===== config.mk =====
export PLATFORM = sky130hd
export DESIGN_NAME = mem_arbiter
export DESIGN_NICKNAME = d
export VERILOG_FILES = /design/src/rtl/mem_arbiter_pkg.sv /design/src/rtl/mem_lane_gen.sv /design/src/rtl/mem_arbiter.sv
export SDC_FILE = /design/constraint.sdc
export NUM_CORES = 1
export LEC_CHECK = 0
export BUFFER_PORTS_ARGS = -buffer_cell sky130_fd_sc_hd__buf_2
export CAP_MARGIN = 20
export CORE_ASPECT_RATIO = 2
export CORE_MARGIN = 2
export CORE_UTILIZATION = 41
export DETAILED_ROUTE_END_ITERATION = 10
export PLACE_DENSITY = 0.82
export SLEW_MARGIN = 20
export SYNTH_ARGS = -nofsm -noshare
export SYNTH_HDL_FRONTEND = slang
export SYNTH_HIERARCHICAL = 1
export SYNTH_SLANG_ARGS = --single-unit
export TNS_END_PERCENT = 20

===== constraint.sdc =====
create_clock -name clk -period 1.25 [get_ports clk]
set_clock_uncertainty 0.05 [all_clocks]
set_input_delay 0.0625 -clock clk [delete_from_list [all_inputs] [get_ports clk]]
set_output_delay 0.0625 -clock clk [all_outputs]
set_load 0.005 [all_outputs]

===== src/rtl/mem_arbiter_pkg.sv =====
// Shared types for the two-requester memory arbiter: FSM states, access
// sizes and requester IDs.
package mem_arbiter_pkg;

  typedef enum logic [1:0] {
    ARB_IDLE   = 2'd0,
    ARB_ACCESS = 2'd1,
    ARB_RESP   = 2'd2
  } arb_state_t;

  typedef enum logic [1:0] {
    MEM_SIZE__BYTE = 2'd0,
    MEM_SIZE__HALF = 2'd1,
    MEM_SIZE__WORD = 2'd2
  } mem_size_t;

  localparam logic REQ_ID_CORE = 1'b0;
  localparam logic REQ_ID_DMA  = 1'b1;

endpackage


===== src/rtl/mem_lane_gen.sv =====
// Byte-lane enables, lane-shifted store data and misalignment detection
// for one memory access. Purely combinational.
module mem_lane_gen
  import mem_arbiter_pkg::*;
(
  input  logic [1:0]  addr_lo,
  input  logic [1:0]  size,
  input  logic        we,
  input  logic [31:0] wdata,
  output logic [3:0]  be,
  output logic [31:0] wdata_sh,
  output logic        misalign
);

  logic [3:0] be_raw;

  // Lane mask per size; illegal size and unaligned half/word flag an error.
  // Loads and errored accesses enable no lanes.
  always_comb begin
    be_raw   = 4'b0000;
    misalign = 1'b0;
    case (size)
      MEM_SIZE__BYTE: be_raw = 4'b0001 << addr_lo;
      MEM_SIZE__HALF: begin
        be_raw   = 4'b0011 << addr_lo;
        misalign = addr_lo[0];
      end
      MEM_SIZE__WORD: begin
        be_raw   = 4'b1111;
        misalign = (addr_lo != 2'b00);
      end
      default: misalign = 1'b1;
    endcase
    be       = (we && !misalign) ? be_raw : 4'b0000;
    wdata_sh = wdata << {addr_lo, 3'b000};
  end

endmodule


===== src/rtl/mem_arbiter.sv =====
// Two-requester (core, dma) single-port memory arbiter.
// Accept at N, memory cycle at N+1, response pulse at N+2.
// Build option: define MEM_ARB_ROUND_ROBIN_EN for round-robin arbitration;
// otherwise core has fixed priority.
//
// state      | meaning
// ARB_IDLE   | nothing in flight, ready to accept
// ARB_ACCESS | memory driven from latched request, read data captured
// ARB_RESP   | response pulse to owner, may accept the next request
module mem_arbiter
  import mem_arbiter_pkg::*;
#(
  parameter int ADDR_W = 32
) (
  input  logic              clk,
  input  logic              reset,
  input  logic              core_req_valid,
  input  logic [ADDR_W-1:0] core_req_addr,
  input  logic              core_req_we,
  input  logic [1:0]        core_req_size,
  input  logic [31:0]       core_req_wdata,
  output logic              core_req_ready,
  output logic              core_rsp_valid,
  input  logic              dma_req_valid,
  input  logic [ADDR_W-1:0] dma_req_addr,
  input  logic              dma_req_we,
  input  logic [1:0]        dma_req_size,
  input  logic [31:0]       dma_req_wdata,
  output logic              dma_req_ready,
  output logic              dma_rsp_valid,
  output logic [31:0]       rsp_rdata,
  output logic              rsp_err,
  output logic [ADDR_W-1:0] mem_addr,
  output logic              mem_we,
  output logic [3:0]        mem_be,
  output logic [31:0]       mem_wdata,
  input  logic [31:0]       mem_rdata
);

  arb_state_t        state, state_nxt;
  logic              lat_owner;
  logic [ADDR_W-1:0] lat_addr;
  logic              lat_we;
  logic [1:0]        lat_size;
  logic [31:0]       lat_wdata;
  logic              err_q;
  logic [31:0]       rdata_q;

  logic              any_valid;
  logic              accept;
  logic              win_dma;
  logic [3:0]        lane_be;
  logic [31:0]       lane_wdata;
  logic              lane_err;

  assign any_valid = core_req_valid | dma_req_valid;
  assign accept    = any_valid && !reset &&
                     ((state == ARB_IDLE) || (state == ARB_RESP));

`ifdef MEM_ARB_ROUND_ROBIN_EN
  logic rr_next;

  // Round-robin pointer: the requester favoured on the next contention.
  always_ff @(posedge clk) begin
    if (reset) begin
      rr_next <= REQ_ID_CORE;
    end else if (accept) begin
      rr_next <= win_dma ? REQ_ID_CORE : REQ_ID_DMA;
    end
  end

  assign win_dma = dma_req_valid && (!core_req_valid || (rr_next == REQ_ID_DMA));
`else
  assign win_dma = dma_req_valid && !core_req_valid;
`endif

  mem_lane_gen u_lane (
    .addr_lo  (lat_addr[1:0]),
    .size     (lat_size),
    .we       (lat_we),
    .wdata    (lat_wdata),
    .be       (lane_be),
    .wdata_sh (lane_wdata),
    .misalign (lane_err)
  );

  // Memory address and data come straight from the latch so they hold
  // their last value until the next accept.
  assign mem_addr  = {lat_addr[ADDR_W-1:2], 2'b00};
  assign mem_wdata = lane_wdata;
  assign rsp_rdata = rdata_q;

  // State register, request latch and read-data capture.
  always_ff @(posedge clk) begin
    if (reset) begin
      state     <= ARB_IDLE;
      lat_owner <= REQ_ID_CORE;
      lat_addr  <= '0;
      lat_we    <= 1'b0;
      lat_size  <= 2'b00;
      lat_wdata <= '0;
      err_q     <= 1'b0;
      rdata_q   <= '0;
    end else begin
      state <= state_nxt;
      if (accept) begin
        lat_owner <= win_dma ? REQ_ID_DMA : REQ_ID_CORE;
        lat_addr  <= win_dma ? dma_req_addr  : core_req_addr;
        lat_we    <= win_dma ? dma_req_we    : core_req_we;
        lat_size  <= win_dma ? dma_req_size  : core_req_size;
        lat_wdata <= win_dma ? dma_req_wdata : core_req_wdata;
      end
      if (state == ARB_ACCESS) begin
        rdata_q <= mem_rdata;
        err_q   <= lane_err;
      end
    end
  end

  // Next state and per-state outputs; reset gates every strobe so an
  // aborted access never reaches memory or the requester.
  always_comb begin
    state_nxt      = state;
    core_req_ready = accept && !win_dma;
    dma_req_ready  = accept && win_dma;
    mem_we         = 1'b0;
    mem_be         = 4'b0000;
    core_rsp_valid = 1'b0;
    dma_rsp_valid  = 1'b0;
    rsp_err        = 1'b0;
    case (state)
      ARB_IDLE: begin
        if (any_valid) state_nxt = ARB_ACCESS;
      end
      ARB_ACCESS: begin
        state_nxt = ARB_RESP;
        if (!reset) begin
          mem_we = lat_we && !lane_err;
          mem_be = lane_be;
        end
      end
      ARB_RESP: begin
        state_nxt = any_valid ? ARB_ACCESS : ARB_IDLE;
        if (!reset) begin
          core_rsp_valid = (lat_owner == REQ_ID_CORE);
          dma_rsp_valid  = (lat_owner == REQ_ID_DMA);
          rsp_err        = err_q;
        end
      end
      default: state_nxt = ARB_IDLE;
    endcase
  end

endmodule

=== Word-level counts from Yosys, hierarchy flattened ===
Cells that the tools add are included.

* Memories kept: 0
* Bits in writable memories: 0
* Bits of input ports: 170
* Flip-flop bits (word level): 103
* Output and inout port bits: 106
* Latch bits: 0
* Logic and storage cells: 53
* Memory bits (read-only): 0

* Eq/ne operators: 5
* $add $sub $neg: 0
* Muxes and demuxes: 21
* $mul: 0
* Divide/modulo/power cells: 0
* Shifts and indexed selects: 3
* Order comparisons: 0
* Reductions and logical operators: 14
* Bitwise gates (word level): 2

{| class="wikitable"
|+ Operators by type and width
! kind !! count
|-
| 32-bit 2-to-1 mux || 2
|-
| 32-bit by 5-bit left shift with 32-bit output || 1
|-
| 4-bit 2-to-1 mux || 3
|-
| 4-bit case mux with 3 select lines || 1
|-
| 1-bit 2-to-1 mux || 11
|-
| 1-bit logical AND || 6
|-
| 2-bit case mux with 3 select lines || 1
|-
| 2-bit by 1-bit == test with 1-bit output, second input constant || 2
|-
| 2-bit == test, second input constant || 2
|-
| 1-bit logical NOT || 4
|-
| 2-bit logical NOT || 2
|-
| 2-bit 2-to-1 mux || 2
|-
| 1-bit by 2-bit left shift with 4-bit output, first input constant || 1
|-
| 2-bit by 2-bit left shift with 4-bit output, first input constant || 1
|-
| 1-bit case mux with 3 select lines || 1
|-
| 2-bit inequality test, second input constant || 1
|-
| 2-bit nonzero test || 1
|-
| 1-bit logical OR || 1
|-
| 1-bit inverter || 1
|-
| 1-bit OR || 1
|}

=== Logic depth before layout (Yosys ltp) ===
* Word-level depth: 7
* Depth in mapped cells: 6

=== Hierarchy ===
The synthesis kept the hierarchy.

{| class="wikitable"
|+ By module, submodules not included
! module !! sequential area each (sq um) !! cells an instance !! instances !! area an instance (sq um)
|-
| mem_arbiter || 2,062.0 || 445 || 1 || 4,354.2
|-
| mem_lane_gen || 0.0 || 80 || 1 || 648.1
|}

=== Least setup slack after synthesis ===
OpenSTA, ideal clock, no wires.

* Path kind: reg2out
* From: reg lat_size[0]
* To: out mem_we
* Path buffers: 0
* Cell stages (with the launch flop): 4
* Arrival time: 1.214 ns
* Required time: 1.138 ns
* Slack: -0.077 ns
* Path through: dfxtp_1 > or3_1 > nor2b_1 > nor4b_1

* Word-level cells in the longest chain between the ends: 6
* Elaborated cells on any way between the ends: 8

{| class="wikitable"
|+ RTL lines
! what !! line !! text
|-
| start: declaration || mem_arbiter.sv:44 || <nowiki>logic [1:0] lat_size;</nowiki>
|-
| start signal: assignment || mem_arbiter.sv:110 || <nowiki>lat_size <= win_dma ? dma_req_size : core_req_size;</nowiki>
|-
| 2-bit == test (tied with other cells) || mem_lane_gen.sv:22 || <nowiki>case (size)</nowiki>
|-
| 1-bit case mux with 3 select lines * || mem_lane_gen.sv:22 ||
|-
| via lane_err || mem_arbiter.sv:54 || <nowiki>logic lane_err;</nowiki>
|-
| 1-bit logical NOT * || mem_arbiter.sv:138 || <nowiki>mem_we = lat_we && !lane_err;</nowiki>
|-
| 1-bit logical AND * || mem_arbiter.sv:138 ||
|-
| 1-bit 2-to-1 mux * || mem_arbiter.sv:137 || <nowiki>if (!reset) begin</nowiki>
|-
| 1-bit 2-to-1 mux * || mem_arbiter.sv:131 || <nowiki>case (state)</nowiki>
|-
| end: declaration || mem_arbiter.sv:34 || <nowiki>output logic mem_we,</nowiki>
|}

Mark *: on every way through the listed nets, which the timed path passes. The rest lies on a longest branch.

=== Final worst setup path ===
* From: reg lat_addr[0]
* To: out mem_be[3]

* Word-level cells in the longest chain between the ends: 7
* Elaborated cells on any way between the ends: 10

{| class="wikitable"
|+ RTL lines
! what !! line !! text
|-
| start: declaration || mem_arbiter.sv:42 || <nowiki>logic [ADDR_W-1:0] lat_addr;</nowiki>
|-
| start signal: assignment || mem_arbiter.sv:108 || <nowiki>lat_addr <= win_dma ? dma_req_addr : core_req_addr;</nowiki>
|-
| 2-bit nonzero test || mem_lane_gen.sv:30 || <nowiki>misalign = (addr_lo != 2'b00);</nowiki>
|-
| 1-bit case mux with 3 select lines || mem_lane_gen.sv:22 ||
|-
| 1-bit logical NOT || mem_lane_gen.sv:34 || <nowiki>be = (we && !misalign) ? be_raw : 4'b0000;</nowiki>
|-
| 1-bit logical AND || mem_lane_gen.sv:34 ||
|-
| 4-bit 2-to-1 mux * || mem_lane_gen.sv:34 ||
|-
| via lane_be[3] || mem_arbiter.sv:52 || <nowiki>logic [3:0] lane_be;</nowiki>
|-
| 4-bit 2-to-1 mux * || mem_arbiter.sv:137 ||
|-
| 4-bit 2-to-1 mux * || mem_arbiter.sv:131 ||
|-
| end: declaration || mem_arbiter.sv:35 || <nowiki>output logic [3:0] mem_be,</nowiki>
|}

Marked as above.

==> out/metrics.yaml <==
status:
  outcome: "finished, violations left"
  failed_checks: "setup timing"
yosys:
  yosysSeqAreaShare_pct: 41.2
  ys_async_sr_fraction_pct: 0
  synth_edf_count: 0
  netlist_area_sq_um: 5000
  postSynthAreaPerCell_sq_um: 9.53
  ys_warn_count: 6
  ys.flop_type: "dfxtp_1"
  synth_cell_types: 33
  syn_inst: 525
  ys_ff_latch: 103
global_routing:
  track_usage_pct: 31.1
  grt_pass1_vias: 6274
  gr-total-overflow: 0
  grt_pass1_wl_mm: 30.9
  grt_max_degree: 45
  antenna_found_initial: 1
worst_setup_path:
  required_ns: 1.14
  cp-end-kind: "output pin"
  reg2reg_slack_ns: 0.01
  critPathLaunch: "lat_addr[0]$_SDFFE_PP0P_"
  worst_setup_path_start_kind: "flip-flop"
  timing.rr.end: "lat_addr[1]$_SDFFE_PP0P_"
  crit_arrival_ns: 1.61
  path_class: "flip-flop to output pin"
  crit_chain: "buf_12, buf_12, xnor2_2, o22ai_2, and2_1, buf_2"
  regToRegStartpoint: "state[0]$_SDFFE_PP0P_"
  reg2reg_depth: 4
  crit_path_frequent_cell: "buf_12"
  cp_max_fo: 8
  endpoint: "mem_be[3]"
  slowest_stage: "dfxtp_4"
  max_stage_delay_ns: 0.37
clock_tree:
  clk_latency_ns: 0.34
  cts_inserted_buffers: 9
  path_clk_slew_ns: 0.06
  clock_tree.root_cell: "clkbuf_16"
  tritoncts_num_sinks: 103
  clock_path_buffers: 2
  cts_tree: "yes"
  htree_levels: 3
cells_and_area:
  final_area_sq_um: 8740
  drive_above_1_share_pct: 41.3
  final_cell_mix: "267 x buf_2, 150 x dlygate4sd3_1, 99 x dfxtp_1, 84 x nand2_1, 83 x mux2i_1"
  fin_nets: 1109
  fillers: 784
  syn_to_final_growth_pct: 74.6
  final_common_cell: "buf_2"
  stdcell_count: 1092
sta:
  max_freq_mhz: 581
  grt_setup_unrepaired: "yes"
  min_period_ns: 1.72
  post-route-period-util_pct: 138
  tns_ns: -13.19
  hold_ws_ns: 0.0127
  finalHoldViolCount: 0
  setup_viol: 42
  setup_slack_ns: -0.471
  slew_violations: 0
place:
  portBuffers: 273
  gp_congestion: 0.835
  dp_cells: 913
  dp.final_hpwl_mm: 11.9
  placed_cell_area_sq_um: 6470
hold_path:
  hp-class: "primary input to flip-flop"
route:
  drt_iter0_drc: 369
  wire_per_inst_um: 20.1
  drc: 0
  viasPerCell: 5.41
  postRouteAntennaNets: 0
  vias: 5908
  firstDrtPassIters: 5
  wirelength_mm: 21.9
floorplanning:
  die_area_sq_um: 13200
  start_util_pct: 41.5
  die_w_um: 82.1
  fp-row-count: 57
  fp.dieH_um: 160
  core_region_area_sq_um: 12100
  ios: 276
run:
  drv_cap: 0
power_and_ir_drop:
  finalPower_w: 0.00892
  power_density_nw_per_um2: 1020
  peakVddDrop_mv: 0.748
  p_leak_nw: 3.95
-- final cells by class --
cell class	count	area (sq um)	area share (%)
Timing Repair Buffer	477	3530	40.4
Multi-Input combinational cell	347	2660	30.5
Sequential cell	103	2070	23.7
Clock buffer	10	239	2.74
Tap cell	147	184	2.11
Clock inverter	6	42.5	0.487
Inverter	1	3.75	0.0430
Antenna cell	1	2.50	0.0286
-- state kept, by name (all words and copies together) (netlist names) --
| register | flops |
|---|---|
| rsp_rdata | 32 |
| err_q | 1 |
| lat_owner | 1 |
| state | 2 |
| lat_size | 2 |
| lat_addr | 32 |
| lat_we | 1 |
| lat_wdata | 32 |
-- kinds of logic after synthesis --
group,synth area share [%]
AND/OR/NAND/NOR,12.2
AO/OA/AOI/OAI,17.2
flip-flops,41.2
multiplexers,18.6
buffers and inverters,10.5
XOR/XNOR,0.175
other,0.0750
-- report_power, final --
group	internal [W]	switching (W)	leakage (nW)
combinational	0.00138	0.00111	2.97
clock	0.00141	0.00125	0.135
sequential	0.00354	0.000223	0.851
total	0.00633	0.00259	3.95
-- how the worst min path moves through the flow --
stage | startpoint | endpoint | slack, ns | cells after the start
final | core_req_size[1] | lat_size[1]$_SDFFE_PP0P_ | 0.01 | 3
after global routing | dma_req_addr[14] | lat_addr[14]$_SDFFE_PP0P_ | 0.01 | 3
after CTS | dma_req_addr[14] | lat_addr[14]$_SDFFE_PP0P_ | 0.0009 | 3
after detailed placement | mem_rdata[22] | rsp_rdata[22]$_SDFFE_PP0P_ | 0.26 | 3
after global placement | mem_rdata[18] | rsp_rdata[18]$_SDFFE_PP0P_ | 0.25 | 3
after floorplan | mem_rdata[0] | rsp_rdata[0]$_SDFFE_PP0P_ | 0.15 | 2
-- critical path, delay by kind of cell (launching register included) --
family	cells	cell delay (ns)
DFF	1	0.37
and+or+nand+nor	1	0.16
xor gates and xnor gates	1	0.23
buffers and inverters	3	0.40
AOI/OAI and AO/OA	1	0.11
-- metrics by stage --
stage	setup slack, ns	utilization [%]
3_3_place_gp	-0.0569	53.7
6_report	-0.471	72.5
2_1_floorplan	0.00545	-
3_5_place_dp	-0.0783	53.7
5_1_grt	-0.509	72.5
4_1_cts	-0.420	70.0
-- Yosys cell counts, types with 2 or more instances --
| library cell | count | share of area, % |
|---|---|---|
| mux2i_1 | 93 | 19 |
| a21oi_1 | 35 | 3.5 |
| and3_1 | 3 | 0.38 |
| nor2b_1 | 3 | 0.38 |
| a311oi_1 | 7 | 1.2 |
| and2_1 | 12 | 1.5 |
| buf_4 | 34 | 5.1 |
| buf_1 | 6 | 0.45 |
| buf_8 | 2 | 0.60 |
| o22ai_1 | 2 | 0.25 |
| nand2b_1 | 5 | 0.63 |
| buf_6 | 4 | 0.90 |
| buf_12 | 2 | 0.80 |
| clkbuf_4 | 3 | 0.45 |
| buf_2 | 13 | 1.3 |
| o2bb2ai_1 | 66 | 12 |
| or3b_1 | 2 | 0.35 |
| dfxtp_1 | 103 | 41 |
| nand2_1 | 84 | 6.3 |
| nor2_1 | 23 | 1.7 |
| clkbuf_1 | 11 | 0.83 |
-- routing by layer --
layer / track usage [%] / routed length, um / up-vias
met1: 28.7 / 7300 / 2758
met3: 8.25 / 1530 / 113
met4: 27.0 / 1610 / 0
met5: 0 / 0 / -
met2: 53.3 / 11500 / 380
li1: - / - / 2657
-- timing repair --
item,in CTS,in global routing
hold buffers,148,2
resized for setup,28,47
hold endpoints to repair,92,1
setup buffers,4,6
endpoints found under the setup margin,48,98
cloned,2,0
pin swaps,5,11
Note: power is estimated with default switching activity, not from simulation.
